`config.mk`:
```
export PLATFORM = sky130hd
export DESIGN_NAME = mult_arbiter
export DESIGN_NICKNAME = d
export VERILOG_FILES = /design/src/rtl/mult_arbiter.sv
export SDC_FILE = /design/constraint.sdc
export NUM_CORES = 1
export LEC_CHECK = 0
export CAP_MARGIN = 20
export CORE_MARGIN = 3
export CORE_UTILIZATION = 30
export CTS_CLUSTER_SIZE = 25
export DETAILED_ROUTE_END_ITERATION = 12
export GPL_TIMING_DRIVEN = 0
export RECOVER_POWER = 25
export SKIP_CTS_REPAIR_TIMING = 1
export SYNTH_ARGS = -nofsm -noshare
export SYNTH_HDL_FRONTEND = slang
export SYNTH_SLANG_ARGS = --single-unit
```
`constraint.sdc`:
```
create_clock -name clk -period 2.32 [get_ports clk]
set_input_delay 0.464 -clock clk [delete_from_list [all_inputs] [get_ports clk]]
set_output_delay 0.464 -clock clk [all_outputs]
set_load 0.005 [all_outputs]
```
`src/rtl/mult_arbiter.sv`:
```
// rtl/mult_arbiter.sv - round-robin arbiter sharing one multiplier among three requesters
// Optional WAIT watchdog and err output: define MULT_ARBITER_TIMEOUT_EN.

module mult_arbiter #(
  parameter int M_BITS   = 12,
  parameter int N_BITS   = 8,
  parameter int MAX_WAIT = 64
) (
  input  logic                     clk,
  input  logic                     rst_n,
  input  logic [2:0]               req,
  input  logic [M_BITS-1:0]        mpd0,
  input  logic [M_BITS-1:0]        mpd1,
  input  logic [M_BITS-1:0]        mpd2,
  input  logic [N_BITS-1:0]        mpr0,
  input  logic [N_BITS-1:0]        mpr1,
  input  logic [N_BITS-1:0]        mpr2,
  output logic [2:0]               gnt,
  output logic [2:0]               done,
  output logic [M_BITS+N_BITS-1:0] result,
  output logic [M_BITS-1:0]        m_mpd,
  output logic [N_BITS-1:0]        m_mpr,
  output logic                     m_start,
  input  logic                     m_busy,
  input  logic [M_BITS+N_BITS-1:0] m_answer
`ifdef MULT_ARBITER_TIMEOUT_EN
  ,
  output logic                     err
`endif
);

  localparam int P_BITS = M_BITS + N_BITS;

  typedef enum logic [1:0] {IDLE, LAUNCH, WAIT, DONE} state_t;

  state_t              state_q, state_d;
  logic [2:0]          gnt_q, gnt_d;
  logic [2:0]          done_q, done_d;
  logic [1:0]          idx_q, idx_d;
  logic [1:0]          last_q, last_d;
  logic [P_BITS-1:0]   result_q, result_d;
  logic [M_BITS-1:0]   mpd_q, mpd_d;
  logic [N_BITS-1:0]   mpr_q, mpr_d;
  logic                start_q, start_d;
  logic                first_q, first_d;

  if (MAX_WAIT < 1) begin : g_bad_max_wait
    $error("MAX_WAIT must be at least 1");
  end

`ifdef MULT_ARBITER_TIMEOUT_EN
  localparam int CNT_W = $clog2(MAX_WAIT + 1);
  logic [CNT_W-1:0]    cnt_q, cnt_d;
  logic                err_q, err_d;
`endif

  logic [1:0]          rr_base, cand, win_idx;
  logic                win_found;
  logic [M_BITS-1:0]   sel_mpd;
  logic [N_BITS-1:0]   sel_mpr;

  // Search starts one past the last winner and wraps modulo 3.
  always_comb begin
    rr_base   = (last_q == 2'd2) ? 2'd0 : last_q + 2'd1;
    cand      = rr_base;
    win_idx   = rr_base;
    win_found = 1'b0;
    for (int k = 0; k < 3; k++) begin
      if (!win_found && req[cand]) begin
        win_found = 1'b1;
        win_idx   = cand;
      end
      cand = (cand == 2'd2) ? 2'd0 : cand + 2'd1;
    end
  end

  always_comb begin
    sel_mpd = mpd0;
    sel_mpr = mpr0;
    case (win_idx)
      2'd1: begin
        sel_mpd = mpd1;
        sel_mpr = mpr1;
      end
      2'd2: begin
        sel_mpd = mpd2;
        sel_mpr = mpr2;
      end
      default: ;
    endcase
  end

  always_comb begin
    state_d  = state_q;
    gnt_d    = gnt_q;
    idx_d    = idx_q;
    last_d   = last_q;
    result_d = result_q;
    mpd_d    = mpd_q;
    mpr_d    = mpr_q;
    first_d  = first_q;
    start_d  = 1'b0;
    done_d   = 3'b000;
`ifdef MULT_ARBITER_TIMEOUT_EN
    cnt_d    = cnt_q;
    err_d    = 1'b0;
`endif
    case (state_q)
      IDLE: begin
        if (win_found) begin
          state_d = LAUNCH;
          gnt_d   = 3'b001 << win_idx;
          idx_d   = win_idx;
          mpd_d   = sel_mpd;
          mpr_d   = sel_mpr;
          start_d = 1'b1;
        end
      end
      LAUNCH: begin
        state_d = WAIT;
        first_d = 1'b1;
`ifdef MULT_ARBITER_TIMEOUT_EN
        cnt_d   = '0;
`endif
      end
      WAIT: begin
        first_d = 1'b0;
        // The multiplier cannot raise busy until a cycle after start.
        if (!first_q && !m_busy) begin
          state_d  = DONE;
          result_d = m_answer;
          done_d   = gnt_q;
          last_d   = idx_q;
        end
`ifdef MULT_ARBITER_TIMEOUT_EN
        else if (m_busy) begin
          if (cnt_q == CNT_W'(MAX_WAIT - 1)) begin
            state_d  = DONE;
            result_d = '1;
            done_d   = gnt_q;
            last_d   = idx_q;
            err_d    = 1'b1;
          end else begin
            cnt_d = cnt_q + 1'b1;
          end
        end
`endif
      end
      DONE: begin
        state_d = IDLE;
        gnt_d   = 3'b000;
      end
      default: state_d = IDLE;
    endcase
  end

  always_ff @(posedge clk or negedge rst_n) begin
    if (!rst_n) begin
      state_q  <= IDLE;
      gnt_q    <= 3'b000;
      done_q   <= 3'b000;
      idx_q    <= 2'd0;
      last_q   <= 2'd2;
      result_q <= '0;
      mpd_q    <= '0;
      mpr_q    <= '0;
      start_q  <= 1'b0;
      first_q  <= 1'b0;
`ifdef MULT_ARBITER_TIMEOUT_EN
      cnt_q    <= '0;
      err_q    <= 1'b0;
`endif
    end else begin
      state_q  <= state_d;
      gnt_q    <= gnt_d;
      done_q   <= done_d;
      idx_q    <= idx_d;
      last_q   <= last_d;
      result_q <= result_d;
      mpd_q    <= mpd_d;
      mpr_q    <= mpr_d;
      start_q  <= start_d;
      first_q  <= first_d;
`ifdef MULT_ARBITER_TIMEOUT_EN
      cnt_q    <= cnt_d;
      err_q    <= err_d;
`endif
    end
  end

  assign gnt     = gnt_q;
  assign done    = done_q;
  assign result  = result_q;
  assign m_mpd   = mpd_q;
  assign m_mpr   = mpr_q;
  assign m_start = start_q;
`ifdef MULT_ARBITER_TIMEOUT_EN
  assign err     = err_q;
`endif

endmodule
```
## Word level (Yosys, flattened, before mapping)

Cells that the tools add are included.

| storage, ports and cells | value |
|---|---|
| logic and storage cells | 67 |
| flip-flop bits (word level) | 54 |
| bits of input ports | 86 |

| cells by class | value |
|---|---|
| reductions and logical operators | 14 |
| equal/unequal tests | 10 |
| shift operators | 1 |
| multiplexer cells | 26 |
| $add $sub $neg | 3 |
| $lt $le $gt $ge | 3 |

Operator list:

| operator | count |
|---|---|
| case mux 12 bit (2 select lines) | 1 |
| case mux 8 bit (2 select lines) | 1 |
| two-way mux 2 bit | 7 |
| equality test 2 bit (second input constant) | 6 |
| less-than comparator 2 x 3 -> 1 bit (second input constant) | 3 |
| two-way mux 3 bit | 3 |
| two-way mux 1 bit | 8 |
| case mux 2 bit (4 select lines) | 1 |
| AND reduction 2 bit | 4 |
| adder 2 x 1 -> 2 bit (second input constant) | 3 |
| binary-select mux 1 bit (select 2 bit) | 3 |
| case mux 3 bit (2 select lines) | 1 |
| equality test 2 x 1 -> 1 bit (second input constant) | 2 |
| logical NOT 1 bit | 4 |
| != test 2 bit (second input constant) | 2 |
| nonzero test 2 bit | 2 |
| logical AND 1 bit | 3 |
| << shifter 1 x 2 -> 3 bit (first input constant) | 1 |
| logical NOT 2 bit | 1 |
| case mux 1 bit (2 select lines) | 1 |

## Logic depth before layout (Yosys ltp)

Gate-level depths: netlist of the first run.

| depth | value |
|---|---|
| depth after elaboration | 14 |
| gate-level depth with buffers | 9 |
| mapped depth without buffers | 7 |

## Least setup slack after synthesis of the first run

Ideal clock, no wire load.

| timing | value |
|---|---|
| path kind | input to register |
| start | input port req[1] |
| end | register mpr_q[3], in the netlist m_mpr[3] |
| setup time | 0.064 ns |
| path slack | 0.131 ns |
| buffers on the path | 2 |
| data required time | 2.256 ns |
| stages on the path | 9 |
| arrival | 2.126 ns |
| path through | buf_2 -> o21ba_2 -> o21a_1 -> o21a_1 -> ha_1 -> buf_1 -> nor2_1 -> a211oi_1 -> a21o_1 |

| on the way | value |
|---|---|
| word-level cells in the longest chain between the ends | 11 |

Ends and longest elaborated chain:

| item | line | text |
|---|---|---|
| from (decl) | 11 | `input logic [2:0] req,` |
| binary-select mux 1 bit (select 2 bit) | 69 | `if (!win_found && req[cand]) begin` |
| two-way mux 1 bit (implied by the code) | 69 |  |
| two-way mux 1 bit | 69 |  |
| logical NOT 1 bit | 69 |  |
| logical AND 1 bit | 69 |  |
| two-way mux 1 bit | 69 |  |
| logical NOT 1 bit | 69 |  |
| logical AND 1 bit | 69 |  |
| two-way mux 2 bit | 69 |  |
| equality test 2 bit / equality test 2 x 1 -> 1 bit (equally long branches) | 80 | `case (win_idx)` |
| case mux 8 bit (2 select lines) | 80 |  |
| to (signal assigned) | 181 | `mpr_q <= mpr_d;` |
| to (decl) | 43 | `logic [N_BITS-1:0] mpr_q, mpr_d;` |

Several ways; a longest one is shown, not always the timed one. The select of a mux whose other input is x is not followed.
A chain may end at the register's enable or synchronous reset.

## Worst setup path after layout of the first run

| timing | value |
|---|---|
| start | register last_q[1] |
| end | register mpd_q[5], in the netlist m_mpd[5] |

| on the way | value |
|---|---|
| word-level cells in the longest chain between the ends | 13 |

Ends and longest elaborated chain:

| item | line | text |
|---|---|---|
| from (decl) | 40 | `logic [1:0] last_q, last_d;` |
| from (signal assigned) | 178 | `last_q <= last_d;` |
| adder 2 x 1 -> 2 bit / equality test 2 bit (equally long branches) | 64 | `rr_base = (last_q == 2'd2) ? 2'd0 : last_q + 2'd1;` |
| two-way mux 2 bit (*) | 64 |  |
| branches (longest 11 deep; another with adder 2 x 1 -> 2 bit) | -- |  |
| to (signal assigned) | 180 | `mpd_q <= mpd_d;` |
| to (decl) | 42 | `logic [M_BITS-1:0] mpd_q, mpd_d;` |

Mark *: on every way between the ends. The select of a mux whose other input is x is not followed.

==> results.yml, run 1 <==
place:
  hpwl_um: 5870
  place.gp.congestion: 0.747
  io_buffers: 129
cells_and_area:
  num-fill-cells: 790
  insertedDiodeCount: 0
  nets: 463
  multi_input_area_mm2: 0.00118
  fin_util_pct: 49.9
  final_layout_size_suffix_gt1_share_pct: 14.3
  area_growth_pct: 58.3
  register_area_mm2: 0.00135
synth:
  async_reset_ff_share_pct: 100
  synth_top_family_by_area: "compound AO/OA/AOI/OAI gates"
  synth_top_area_share_pct: 50.0
  synthTopCellsByCount: "dfrtp_1, mux2_2, nor2_1"
  synth_mux_area_share_pct: 10.1
  yosys.area_share.simple_pct: 9.28
  synth_adder_area_share_pct: 3.30
  ys_warn_count: 0
  synthesis.area_mm2: 0.00266
  yosysTopAreaCell: "dfrtp_1"
  synth_compound_area_share_pct: 21.6
  netlist_top_cells_area: "dfrtp_1, mux2_2, a21o_1, a22oi_1, a211oi_1"
  yosysMostFrequentCell: "dfrtp_1"
  syn-instance-count: 233
  syn_area_per_cell_um2: 11.4
  ys_types: 31
  ys_seq_area_share_pct: 50.9
  synth_xor_area_share_pct: 0
  synth_ff_type: "dfrtp_1"
  synth_nets: 326
  synth_seq_cells: 54
  synth_edf_count: 0
sta:
  slew_violations: 0
  min_period_ns: 2.13
  setup_viol: 0
  finalCritPeriodShare_pct: 91.8
  finalHoldViolCount: 0
  worst_pin_slew_ns: 1.07
  tns_ns: 0
  skew_ns: 0.0105
  relSlewSlack_pct: 28.5
  fmax_mhz: 469
flow_run:
  drv_cap: 0
routing:
  drt_pre_antenna_iters: 4
  avgRoutedWirePerCell_um: 16.0
  drtIter0Drc: 70
  via_count: 2323
  routed_wirelength_um: 7620
  via_per_inst: 4.88
  final_antenna_net_count: 0
  drc: 0
floorplan:
  fp.dieW_um: 100
  design.core.area_mm2: 0.00842
  initial_core_util_pct: 31.5
  io_pins: 133
  die_y_um: 100
  rows: 33
  die_area_mm2: 0.0100
power:
  comb_power_share_pct: 53.4
  p_leak_uw: 0.00185
  vdd_drop_max_mv: 0.439
  p_sw_uw: 1680
  clockPowerShare_pct: 13.5
  p_per_area_mw_per_mm2: 1170
  p_seq_share_pct: 33.0
  intPower_uw: 3220
  switching_share_pct: 34.2
setup_path:
  critPathMaxStageDelay_ns: 0.59
  critical-path-slowest-cell: "dfstp_2"
  crit_fanout: 10
  r2r_setup_slack_ns: 0.19
  endpoint_kind: "register"
  worst_ep_required_time_ns: 2.56
  path_cells: "nand2_1 > a22oi_1 > o21a_1 > ha_1 > buf_2 > a22oi_1 > a211oi_1 > a21o_1"
  crit_top_cell: "a22oi_1"
  path_buf_inv: 1
  criticalPathCategory: "reg2reg"
  cp_top_family: "compound AO/OA/AOI/OAI gates"
  arrival_ns: 2.37
  start_kind: "register"
clocking:
  cts_sinks: 54
  clk_transition_reported_paths_ns: 0.10
  cts_max_level: 2
  clkLatencyLatePin_ns: 0.31
  clk_path_buf_depth: 2
  cts_root_buf: "clkbuf_8"
  tritoncts: "built"
  cts_buffers: 5
global_route:
  grt-ovfl-total: 0
  antenna_found_initial: 0
  grt_pass1_wl_um: 12300
  gr-usage-all-layers_pct: 15.4
  grt_max_degree: 36
  first_global_vias: 2477
hold_path:
  hp-class: "in2async"
status:
  status: "finished clean"
[power by group through the flow]
stage / registers [µW] / logic (µW) / clock network, µW
after floorplan: 1660 / 1330 / 0
after global placement: 1630 / 2620 / 0
after detailed placement: 1640 / 2660 / 0
after CTS: 1620 / 2670 / 684
after global routing: 1680 / 2880 / 721
final: 1620 / 2620 / 663
[routing by layer]
| layer | global-route usage (%) | part of all wire (%) |
|---|---|---|
| met3 | 3.06 | 5.5 |
| met5 | 0 | 0 |
| met4 | 3.42 | 0.75 |
| met1 | 20.1 | 44 |
| met2 | 26.6 | 50 |
[worst paths after layout]
| kind | from | endpoint | cells after the start |
|---|---|---|---|
| max | last_q[1] | m_mpd[5] | 8 |
| min reg2reg | m_mpd[7] | m_mpd[7] | 1 |
| max reg2reg | last_q[1] | m_mpd[5] | 8 |
| max in group asynchronous | rst_n | m_mpd[8] | 2 |
| min | rst_n | result[7] | 1 |
| min in group clk | m_mpd[7] | m_mpd[7] | 1 |
[cells in the final DEF, fill, tap and decap left out, types with 4 or more instances in the layout]
cell type and count:
ha_1 7, a21o_1 21, inv_1 5, a211oi_1 20, a22oi_1 21, nor2_1 23
buf_2 5, buf_6 4, nand3_1 6, mux2_2 23, clkdlybuf4s50_1 128, dfrtp_1 53
clkbuf_2 8, nand2_1 10, o21a_1 4, clkbuf_8 6
[logic make-up after synthesis]
group / count (synthesis)
simple gates: 49
fa+ha+maj: 7
mux: 24
buf+inv: 23
flops: 54
compound gates: 76
[state kept, by name, summed over array words and instances (netlist names)]
register	count
first_q	1
idx_q	2
m_mpd	12
state_q	2
result	20
gnt	3
last_q	2
m_start	1
done	3
m_mpr	8
[metrics by stage]
step / area, µm² / setup slack (ns) / std cells / hold WS (ns) / total power (µW)
after global placement: 4080 / -0.990 / 467 / 0.459 / 4250
after detailed placement: 4090 / -0.252 / 468 / 0.458 / 4300
after global routing: 4200 / -0.0160 / 476 / 0.426 / 5280
after CTS: 4210 / -0.0808 / 476 / 0.116 / 4980
final: 4200 / 0.189 / 476 / 0.315 / 4900
after floorplan: 2660 / 0.131 / 233 / 0.168 / 2980
[cell type report]
type	instances	share of cell area [%]
Clock buffer	7	2.05
Timing Repair Buffer	130	30.7
Sequential cell	54	32.2
Multi-Input combinational cell	156	28.0
Tap cell	105	3.13
Clock inverter	1	0.714
Inverter	5	0.447
Buffer	18	2.77
[worst register-to-register path, cell delays in order, from the launching register on]
cell	delay, ns
dfstp_2	0.59
nand2_1	0.07
a22oi_1	0.22
o21a_1	0.16
ha_1	0.20
buf_2	0.29
a22oi_1	0.14
a211oi_1	0.28
a21o_1	0.11
Note: power is estimated with default switching activity, not from simulation.
==> run 2: changes to the inputs <==
MAX_ROUTING_LAYER = met4   (was default)
SETUP_SLACK_MARGIN = 0.3   (was default)
==> results.yml, run 2 (synthesis gave the netlist of run 1 again) <==
status:
  status: "finished clean"
place:
  io_buffers: 129
  post-place-ws_ns: 0.0397
  hpwl_um: 5830
  place.gp.congestion: 0.786
  dp_cells: 468
  place_area_mm2: 0.00411
hold_path:
  hp-class: "in2async"
clocking:
  tritoncts: "built"
  cts_sinks: 54
  clk_transition_reported_paths_ns: 0.10
  clk_path_buf_depth: 2
  cts_root_buf: "clkbuf_8"
  cts_max_level: 2
  cts_buffers: 5
  clkLatencyLatePin_ns: 0.31
setup_path:
  path_buf_inv: 2
  criticalPathCategory: "reg2reg"
  worst_ep_required_time_ns: 2.53
  path_cells: "nand2_1 > a22oi_2 > o21a_1 > buf_4 > ha_4 > buf_12 > nor2_2 > a211oi_2 > a21o_1"
  start_kind: "register"
  endpoint_kind: "register"
  crit_fanout: 10
  cp_top_family: "flip-flops"
  critical-path-slowest-cell: "dfstp_2"
  critPathMaxStageDelay_ns: 0.61
  arrival_ns: 2.18
routing:
  via_per_inst: 4.95
  drt_pre_antenna_iters: 4
  final_antenna_net_count: 0
  avgRoutedWirePerCell_um: 16.5
  drtIter0Drc: 76
  via_count: 2361
  routed_wirelength_um: 7860
  drc: 0
power:
  p_leak_uw: 0.00189
  p_seq_share_pct: 30.2
  p_per_area_mw_per_mm2: 1190
  vdd_drop_max_mv: 0.593
  p_sw_uw: 1920
  comb_power_share_pct: 59.1
  clockPowerShare_pct: 10.7
  finalPower_uw: 5350
  intPower_uw: 3430
  switching_share_pct: 35.9
flow_run:
  drv_cap: 0
cells_and_area:
  stdcell_count: 477
  nets: 464
  largest_register_ffs: 20
  area_growth_pct: 68.6
  insertedDiodeCount: 0
  layout_commonest_cell: "clkdlybuf4s50_1"
  final_layout_size_suffix_gt1_share_pct: 26.6
  final_cell_mix: "clkdlybuf4s50_1, dfrtp_1, mux2_2"
  final_cell_area_mm2: 0.00448
sta:
  finalCritPeriodShare_pct: 85.2
  min_period_ns: 1.98
  slew_violations: 0
  setup_viol: 0
  fmax_mhz: 506
  final.setup.worst_slack_ns: 0.343
  worst_pin_slew_ns: 1.09
  finalHoldViolCount: 0
  relSlewSlack_pct: 27.5
  tns_ns: 0
  rsz0062_at_grt: "yes"
  skew_ns: 0.00868
floorplan:
  die_y_um: 100
  io_pins: 133
  design.core.area_mm2: 0.00842
  die_area_mm2: 0.0100
  rows: 33
  initial_core_util_pct: 31.5
  fp.dieW_um: 100
global_route:
  grt_pass1_wl_um: 12300
  first_global_vias: 2527
  antenna_found_initial: 0
  grt-ovfl-total: 0
  grt_max_degree: 36
  gr-usage-all-layers_pct: 15.9
## run 2: cell count changes in the layout (fill, tap and decap cells not counted), moves of 3 or more
cell / previous run / this run
ha_1: 7 / 4
a22oi_1: 21 / 12
a211oi_2: 0 / 15
nor2_2: 0 / 11
buf_6: 4 / 7
nor2_1: 23 / 8
a22oi_2: 0 / 9
clkbuf_2: 8 / 1
nor2_4: 0 / 4
a211oi_1: 20 / 5
buf_4: 1 / 4
## run 2: routing by layer
| metal | track usage, % | vias to the layer above | share of wire, % |
|---|---|---|---|
| met2 | 26.2 | 65 | 51 |
| met1 | 20.2 | 1166 | 44 |
| met4 | 3.52 | 0 | 0.73 |
| met5 | - | - | 0 |
| met3 | 3.20 | 4 | 5.0 |
| li1 | - | 1126 | - |
## run 2: stage by stage
step,utilization [%],hold WS (ns)
CTS,50.0,0.109
finish,53.1,0.317
global route,53.1,0.396
detailed placement,48.8,0.461
floorplan,-,0.168
global placement,48.6,0.455
## run 2: path summary, 6_finish.rpt
kind | start | end | slack [ns] | cells after the start
min | rst_n | result[8] | 0.32 | 1
max in group asynchronous | rst_n | m_mpd[4] | 0.55 | 2
max | last_q[1] | m_mpr[0] | 0.34 | 9
min reg2reg | idx_q[1] | idx_q[1] | 0.48 | 2
max reg2reg | last_q[1] | m_mpr[0] | 0.34 | 9
min in group clk | idx_q[1] | idx_q[1] | 0.48 | 2
## run 2: layout make-up
cell class / count / area, µm²
clock buffer: 6 / 82.6
tap: 105 / 131
clock inverter: 2 / 17.5
multi-input combinational: 156 / 1390
inverter: 5 / 18.8
buffer: 18 / 190
fill: 769 / 3950
timing repair buffer: 131 / 1300
sequential: 54 / 1350
## run 2: power groups by stage
| stage | combinational (µW) | sequential [µW] | clock [µW] |
|---|---|---|---|
| after detailed placement | 2670 | 1640 | 0 |
| after global routing | 3420 | 1690 | 634 |
| final | 3160 | 1620 | 571 |
| after global placement | 2650 | 1630 | 0 |
| after CTS | 2680 | 1620 | 598 |
| after floorplan | 1360 | 1660 | 0 |
## run 2: worst register-to-register path, cell delays in order, from the launching register on
cell and delay, ns:
dfstp_2 0.61, nand2_1 0.09, a22oi_2 0.17, o21a_1 0.17, buf_4 0.12, ha_4 0.21, buf_12 0.16, nor2_2 0.13
a211oi_2 0.06, a21o_1 0.16
==> run 3: changes to the inputs <==
==> constraint.sdc (replaced) <==
create_clock -name clk -period 2.32 [get_ports clk]
set_input_delay 0.464 -clock clk [delete_from_list [all_inputs] [get_ports clk]]
set_output_delay 0.464 -clock clk [all_outputs]
set_load 0.01 [all_outputs]
==> results of run 3 <==
The final DEF is identical to that of run 2. Status: finished clean.
Main changes from that run: total power 5350 µW -> 5500 µW; worst IR drop on VDD 0.593 mV -> 0.595 mV
